[src/rtl/shift_sequencer.sv]
// Command front-end for the 4-bit barrel_shifter: breaks a wide shift/rotate
// into steps of at most STEP_MAX positions, looping bs_dout back into acc_q.
module shift_sequencer #(
    parameter int AMT_W    = 4,
    parameter int STEP_MAX = 3
) (
    input  logic             clk,
    input  logic             rst,
    input  logic             cmd_valid,
    output logic             cmd_ready,
    input  logic             cmd_select,
    input  logic             cmd_direction,
    input  logic [AMT_W-1:0] cmd_amount,
    input  logic [3:0]       cmd_data,
    output logic             bs_select,
    output logic             bs_direction,
    output logic [1:0]       bs_shift_value,
    output logic [3:0]       bs_din,
    input  logic [3:0]       bs_dout,
    output logic             res_valid,
    input  logic             res_ready,
    output logic [3:0]       res_data,
    output logic             busy
);

    typedef enum logic [1:0] {
        IDLE = 2'd0,
        RUN  = 2'd1,
        DONE = 2'd2
    } state_t;

    // A plain shift by four or more clears the nibble, so the amount saturates
    // at 4; a 2-bit amount can never reach that, hence the narrower clamp.
    localparam int               CLAMP_AMT  = (AMT_W > 2) ? 4 : 3;
    localparam logic [AMT_W-1:0] CLAMP_W    = AMT_W'(CLAMP_AMT);
    localparam logic [AMT_W-1:0] STEP_MAX_W = AMT_W'(STEP_MAX);
    localparam logic [1:0]       STEP_MAX_2 = 2'(STEP_MAX);

    state_t           state_q, state_d;
    logic [3:0]       acc_q, acc_d;
    logic [AMT_W-1:0] rem_q, rem_d;
    logic             sel_q, sel_d;
    logic             dir_q, dir_d;

    logic [AMT_W-1:0] remNorm;
    logic [1:0]       step2;
    logic [AMT_W-1:0] stepW;
    logic             accept;

    always_comb begin
        remNorm = '0;
        if (cmd_select) begin
            remNorm = AMT_W'(cmd_amount[1:0]);
        end else if (32'(cmd_amount) >= 32'(CLAMP_AMT)) begin
            remNorm = CLAMP_W;
        end else begin
            remNorm = cmd_amount;
        end
    end

    always_comb begin
        step2 = (rem_q > STEP_MAX_W) ? STEP_MAX_2 : rem_q[1:0];
        stepW = AMT_W'(step2);
    end

    assign accept = cmd_valid && cmd_ready;

    always_ff @(posedge clk or posedge rst) begin
        if (rst) begin
            state_q <= IDLE;
            acc_q   <= '0;
            rem_q   <= '0;
            sel_q   <= 1'b0;
            dir_q   <= 1'b0;
        end else begin
            state_q <= state_d;
            acc_q   <= acc_d;
            rem_q   <= rem_d;
            sel_q   <= sel_d;
            dir_q   <= dir_d;
        end
    end

    always_comb begin
        state_d = state_q;
        acc_d   = acc_q;
        rem_d   = rem_q;
        sel_d   = sel_q;
        dir_d   = dir_q;
        unique case (state_q)
            IDLE: begin
                if (accept) begin
                    sel_d   = cmd_select;
                    dir_d   = cmd_direction;
                    acc_d   = cmd_data;
                    rem_d   = remNorm;
                    state_d = (remNorm == '0) ? DONE : RUN;
                end
            end
            RUN: begin
                acc_d = bs_dout;
                rem_d = rem_q - stepW;
                if (rem_q == stepW) begin
                    state_d = DONE;
                end
            end
            DONE: begin
                if (res_ready) begin
                    state_d = IDLE;
                end
            end
            default: state_d = IDLE;
        endcase
    end

    // cmd_ready is gated by rst so nothing can be taken while reset is held.
    always_comb begin
        cmd_ready      = (state_q == IDLE) && !rst;
        res_valid      = (state_q == DONE);
        busy           = (state_q != IDLE);
        res_data       = acc_q;
        bs_select      = sel_q;
        bs_direction   = dir_q;
        bs_din         = acc_q;
        bs_shift_value = (state_q == RUN) ? step2 : 2'd0;
    end

endmodule

[config.mk]
export PLATFORM = sky130hd
export DESIGN_NAME = shift_sequencer
export DESIGN_NICKNAME = d
export VERILOG_FILES = /design/src/rtl/shift_sequencer.sv
export SDC_FILE = /design/constraint.sdc
export NUM_CORES = 1
export LEC_CHECK = 0
export BUFFER_PORTS_ARGS = -buffer_cell sky130_fd_sc_hd__buf_4
export CORE_MARGIN = 2
export CORE_UTILIZATION = 40
export CTS_BUF_LIST = sky130_fd_sc_hd__clkbuf_2 sky130_fd_sc_hd__clkbuf_4 sky130_fd_sc_hd__clkbuf_8
export DETAILED_ROUTE_END_ITERATION = 8
export PLACE_DENSITY = 0.84
export SYNTH_ARGS = -nofsm -noshare
export SYNTH_HDL_FRONTEND = slang
export SYNTH_SLANG_ARGS = --single-unit
[constraint.sdc]
create_clock -name clk -period 1.2 [get_ports clk]
set_input_delay 0.18 -clock clk [delete_from_list [all_inputs] [get_ports clk]]
set_output_delay 0.18 -clock clk [all_outputs]
set_load 0.05 [all_outputs]
==> impl_metrics.ini, run 1 <==
[floorplan]
die_area_sq_um = 2080
std_cell_rows = 15
die_h_microns = 45.6
floorplan.initialDensity = 0.415
core_area_sq_um = 1670
io-pin-count = 33
fp.dieW_microns = 45.6

[timing]
hold_viol_final = 0
finalCritPeriodShare = 1.24
fin_tns_setup_ns = -2.18
final_max_slew_viol_count = 0
fmax_mhz = 670
fin_ws_ns = -0.293
finClkSkew_ns = 0.00136
worst_pin_slew_ns = 0.471
slew_headroom = 0.686
rsz0062_at_grt = yes
min_period_ns = 1.49
setup_viol = 12

[min_path]
hold_path.class = input port to flip-flop

[clock_tree]
cts_tree = done
h-tree-depth = 1
root_buffer = clkbuf_4
cts_buffers = 3
clkTransAtPathRegs_ns = 0.08
clk_latency_ns = 0.27
clockBufferDepth = 2
cts_sinks = 12

[global_route]
first_global_vias = 720
track_usage = 0.227
grt_overflow_total = 0
grt_max_degree = 13
antenna_found_initial = 0
grt_pass1_wl_mm = 3.31

[critical_path]
path_class = flip-flop to primary output
startpoint_type = flip-flop
crit_fanout = 4
cp.required_ns = 1.02
crit_path_end_kind = primary output
crit_arrival_ns = 1.31
r2r_slack_ns = -0.20

[yosys]
yosysSeqAreaShare = 0.433
yosysUniqueCellTypes = 29
avgSynthCellArea_sq_um = 9.90
synth_top_flop_cell = dfrtp_1
yosysWarnings = 0
netlist_area_sq_um = 693
async_reset_ff_frac = 1.00
synth_edf_count = 0
synthAdderAreaFrac = 0.0181
synth-compound-area-share = 0.188
synth_cells = 70
yosys.area_share.simple = 0.168
synth_top_family_by_area = compound AO/OA/AOI/OAI gates
synth_mux_area_frac = 0.0903
synthXorXnorAreaFrac = 0
ys_ff_latch = 12
syn_nets = 89

[place]
gp_congestion = 0.823
dp_hpwl_mm = 1.28
numPortBuffers = 32

[detailed_routing]
vias = 754
routed_via_density = 5.39
drtIter0Drc = 25
wl_met2_mm = 1.26
wl_met3_microns = 56
drc = 0
routed_wirelength_mm = 2.37
ant_nets = 0
dr.pass1.iters = 4
met1_length_microns = 981
top_layer = met4
wl_per_cell_microns = 16.9

[run_status]
violations = setup timing
status = finished with violations

[cells_and_area]
layout_common_cells = buf_4, dfrtp_1, buf_6
final_core_util = 0.782
mostFrequentLayoutCell = buf_4
drive_gt1_frac = 0.699
final_net_count = 143
antenna-diode-count = 0
areaGrowthSynthToFinish_pct = 88.4

[flow_run]
maxCapViolCount = 0
## cell families after synthesis
logic type               Yosys count
AO/OA/AOI/OAI                     20
adder cells (fa/ha/maj)            1
buffers and inverters             11
flip-flops                        12
multiplexers                       6
AND/OR/NAND/NOR                   20
## critical path, stage by stage, from the launching register on
cell and delay [ns]:
dfrtp_1 0.41, or2_4 0.25, buf_12 0.13, nor2_4 0.10, buf_8 0.16
## stage by stage
stage	hold WS [ns]	instance area [sq um]	worst slack (ns)	cells
floorplan	0.0447	727	-0.121	70
global placement	0.242	1050	-0.0811	127
detailed placement	0.253	1050	-0.103	127
CTS	0.134	1240	-0.269	139
global route	0.127	1310	-0.351	140
finish	0.138	1310	-0.293	140
## flip-flops by register name, summed over array words and instances (netlist names)
signal / flops
bs_din: 4
bs_direction: 1
bs_select: 1
rem_q: 4
state_q: 2
## cell usage after synthesis, types with 2 or more instances
master | instances | area share
dfrtp_1 | 12 | 0.43
mux2i_1 | 4 | 0.058
buf_6 | 2 | 0.032
o21ai_0 | 2 | 0.014
nand2_1 | 6 | 0.032
buf_4 | 4 | 0.043
mux2_1 | 2 | 0.032
o21ai_1 | 4 | 0.029
inv_1 | 5 | 0.027
a21oi_1 | 5 | 0.036
nor2_1 | 6 | 0.032
## cell type report
type                            count  area (sq um)
Timing Repair Buffer               55           477
Multi-Input combinational cell     47           452
Fill cell                         100           364
Sequential cell                    12           302
Clock buffer                        4          36.3
Tap cell                           17          21.3
Inverter                            5          18.8
## repair_timing
action,CTS,global route
pin swaps,4,7
setup endpoints to repair,15,16
hold buffers,1,0
setup buffers,7,2
endpoints found under the hold margin,12,0
resized for setup,22,13
## metal layers
layer / up-vias / global-route usage
met1: 374 / 0.288
met5: - / 0
met3: 9 / 0.0476
met4: 0 / 0.100
met2: 24 / 0.369
li1: 347 / -
## worst paths after layout
kind	cells past startpoint	start	end
setup / recovery	4	state_q[1]	cmd_ready
hold / removal	2	cmd_direction	bs_direction
setup reg to reg	6	state_q[1]	rem_q[2]
hold reg to reg	2	bs_din[2]	bs_din[2]
max in group asynchronous	3	rst	rem_q[3]
min in group asynchronous	3	rst	state_q[0]
Power of run 1 is not shown: default switching activity piles up to over one toggle a cycle in this logic, so the estimate is an artifact.
==> inputs of run 2 (changes only) <==
--- a/config.mk
+++ b/config.mk
@@ -11,6 +11,7 @@
 export CTS_BUF_LIST = sky130_fd_sc_hd__clkbuf_2 sky130_fd_sc_hd__clkbuf_4 sky130_fd_sc_hd__clkbuf_8
 export DETAILED_ROUTE_END_ITERATION = 8
 export PLACE_DENSITY = 0.84
+export SETUP_SLACK_MARGIN = 0.5
 export SYNTH_ARGS = -nofsm -noshare
 export SYNTH_HDL_FRONTEND = slang
 export SYNTH_SLANG_ARGS = --single-unit
==> run 2 against run 1 <==
Clock-buffer cell count unchanged. The flow still finishes with violations (setup timing). Critical path type unchanged. Sequential share of layout area up 0.68 points. Largest cell class unchanged. Final area down 1.2%. Cell count down 5.0%. Routed wire length down 16%.
==> impl_metrics.ini, run 2 (synthesis gave the netlist of run 1 again) <==
[run_status]
status = finished with violations
violations = setup timing

[cells_and_area]
mostFrequentLayoutCell = buf_4
antenna-diode-count = 0
drive_gt1_frac = 0.716
final_net_count = 136
areaGrowthSynthToFinish_pct = 86.1
layout_common_cells = buf_4, buf_6, buf_8

[clock_tree]
root_buffer = clkbuf_4
cts_hold_buf = 0
cts_sinks = 12
cts_tree = done
clockBufferDepth = 2
clk_latency_ns = 0.28
clkTransAtPathRegs_ns = 0.08
cts_buffers = 3
h-tree-depth = 1

[detailed_routing]
dr.pass1.iters = 5
vias = 703
routed_via_density = 5.29
ant_nets = 0
routed_wirelength_mm = 2.00
wl_per_cell_microns = 15.0
drc = 0
drtIter0Drc = 9

[place]
gp_congestion = 0.808
numPortBuffers = 32
dp_hpwl_mm = 1.25

[timing]
fmax_mhz = 695
min_period_ns = 1.44
slew_headroom = 0.670
hold_viol_final = 0
worst_pin_slew_ns = 0.494
whs_ns = 0.0567
finClkSkew_ns = 0.00509
rsz0062_at_grt = yes
setup_viol = 15
finalCritPeriodShare = 1.20
fin_ws_ns = -0.238
final_max_slew_viol_count = 0

[critical_path]
crit_start = state_q[1]
path_buf_inv = 2
path_class = flip-flop to primary output
crit_path_end_kind = primary output
r2r_slack_ns = -0.19
slowest_delay_ns = 0.42
crit_fanout = 5
cp.required_ns = 1.02
startpoint_type = flip-flop
worstPathCellList = nand2b_4, buf_12, a21oi_4, buf_6
critical_path.slowest_cell = dfrtp_1
crit_arrival_ns = 1.26
r2r_start = state_q[1]
crit_family = flip-flops
ff2ff_path_depth = 7
r2r_end = rem_q[0]

[global_route]
first_global_vias = 700
track_usage = 0.200
grt_overflow_total = 0
grt_pass1_wl_mm = 2.95
antenna_found_initial = 0
grt_max_degree = 14

[floorplan]
std_cell_rows = 15
die_area_sq_um = 2080
die_h_microns = 45.6
fp.dieW_microns = 45.6
core_area_sq_um = 1670
io-pin-count = 33
floorplan.initialDensity = 0.415

[flow_run]
maxCapViolCount = 0

[min_path]
hold_path.class = input port to asynchronous set/reset pin
run 2: changes by cell type in the layout (fill, tap and decap cells not counted), moves of 2 or more:
cell and change:
o21ai_1 +2, dfrtp_2 +4, o21ai_4 -2, buf_4 -14, buf_8 +6, dfrtp_1 -4
run 2: worst max path at each step:
| stage | end | slack, ns | depth (start not counted) |
|---|---|---|---|
| after CTS | bs_shift_value[0] | -0.23 | 4 |
| after global placement | rem_q[1] | -0.05 | 4 |
| after floorplan | bs_direction | -0.12 | 3 |
| final | bs_shift_value[1] | -0.24 | 4 |
| after detailed placement | rem_q[1] | -0.12 | 4 |
| after global routing | bs_shift_value[0] | -0.26 | 4 |
run 2: per-layer routing:
| metal | vias to the layer above | wire length, microns | GRT usage |
|---|---|---|---|
| li1 | 333 | - | - |
| met1 | 328 | 754 | 0.247 |
| met2 | 37 | 1060 | 0.344 |
| met4 | 0 | 34 | 0.0882 |
| met3 | 5 | 148 | 0.0238 |
| met5 | - | 0 | 0 |
run 2: cell type report:
cell class | instances | area, sq um
clock buffer | 4 | 30.0
tap | 17 | 21.3
multi-input combinational | 48 | 439
timing repair buffer | 47 | 472
sequential | 12 | 307
inverter | 5 | 21.3
fill | 103 | 380
run 2: what timing repair did:
item | CTS | global route
endpoints found under the setup margin | 27 | 27
buffers inserted | 5 | 2
gates resized for setup | 33 | 14
cloned | 0 | 1
pin swaps | 1 | 7
run 2: tightest hold or removal path, stage by stage:
cell and delay, ns:
buf_4 0.11, buf_4 0.13, inv_1 0.37
run 2: per-stage QoR:
| stage | setup WS (ns) | instances | TNS, ns | area [sq um] | utilization |
|---|---|---|---|---|---|
| finish | -0.238 | 133 | -2.22 | 1290 | 0.772 |
| global route | -0.264 | 133 | -2.86 | 1290 | 0.772 |
| CTS | -0.233 | 130 | -1.67 | 1210 | 0.722 |
| floorplan | -0.120 | 70 | -0.385 | 764 | - |
| global placement | -0.0543 | 121 | -0.166 | 1020 | 0.608 |
| detailed placement | -0.117 | 121 | -0.351 | 1020 | 0.608 |
Power of run 2 is left out for the same reason.
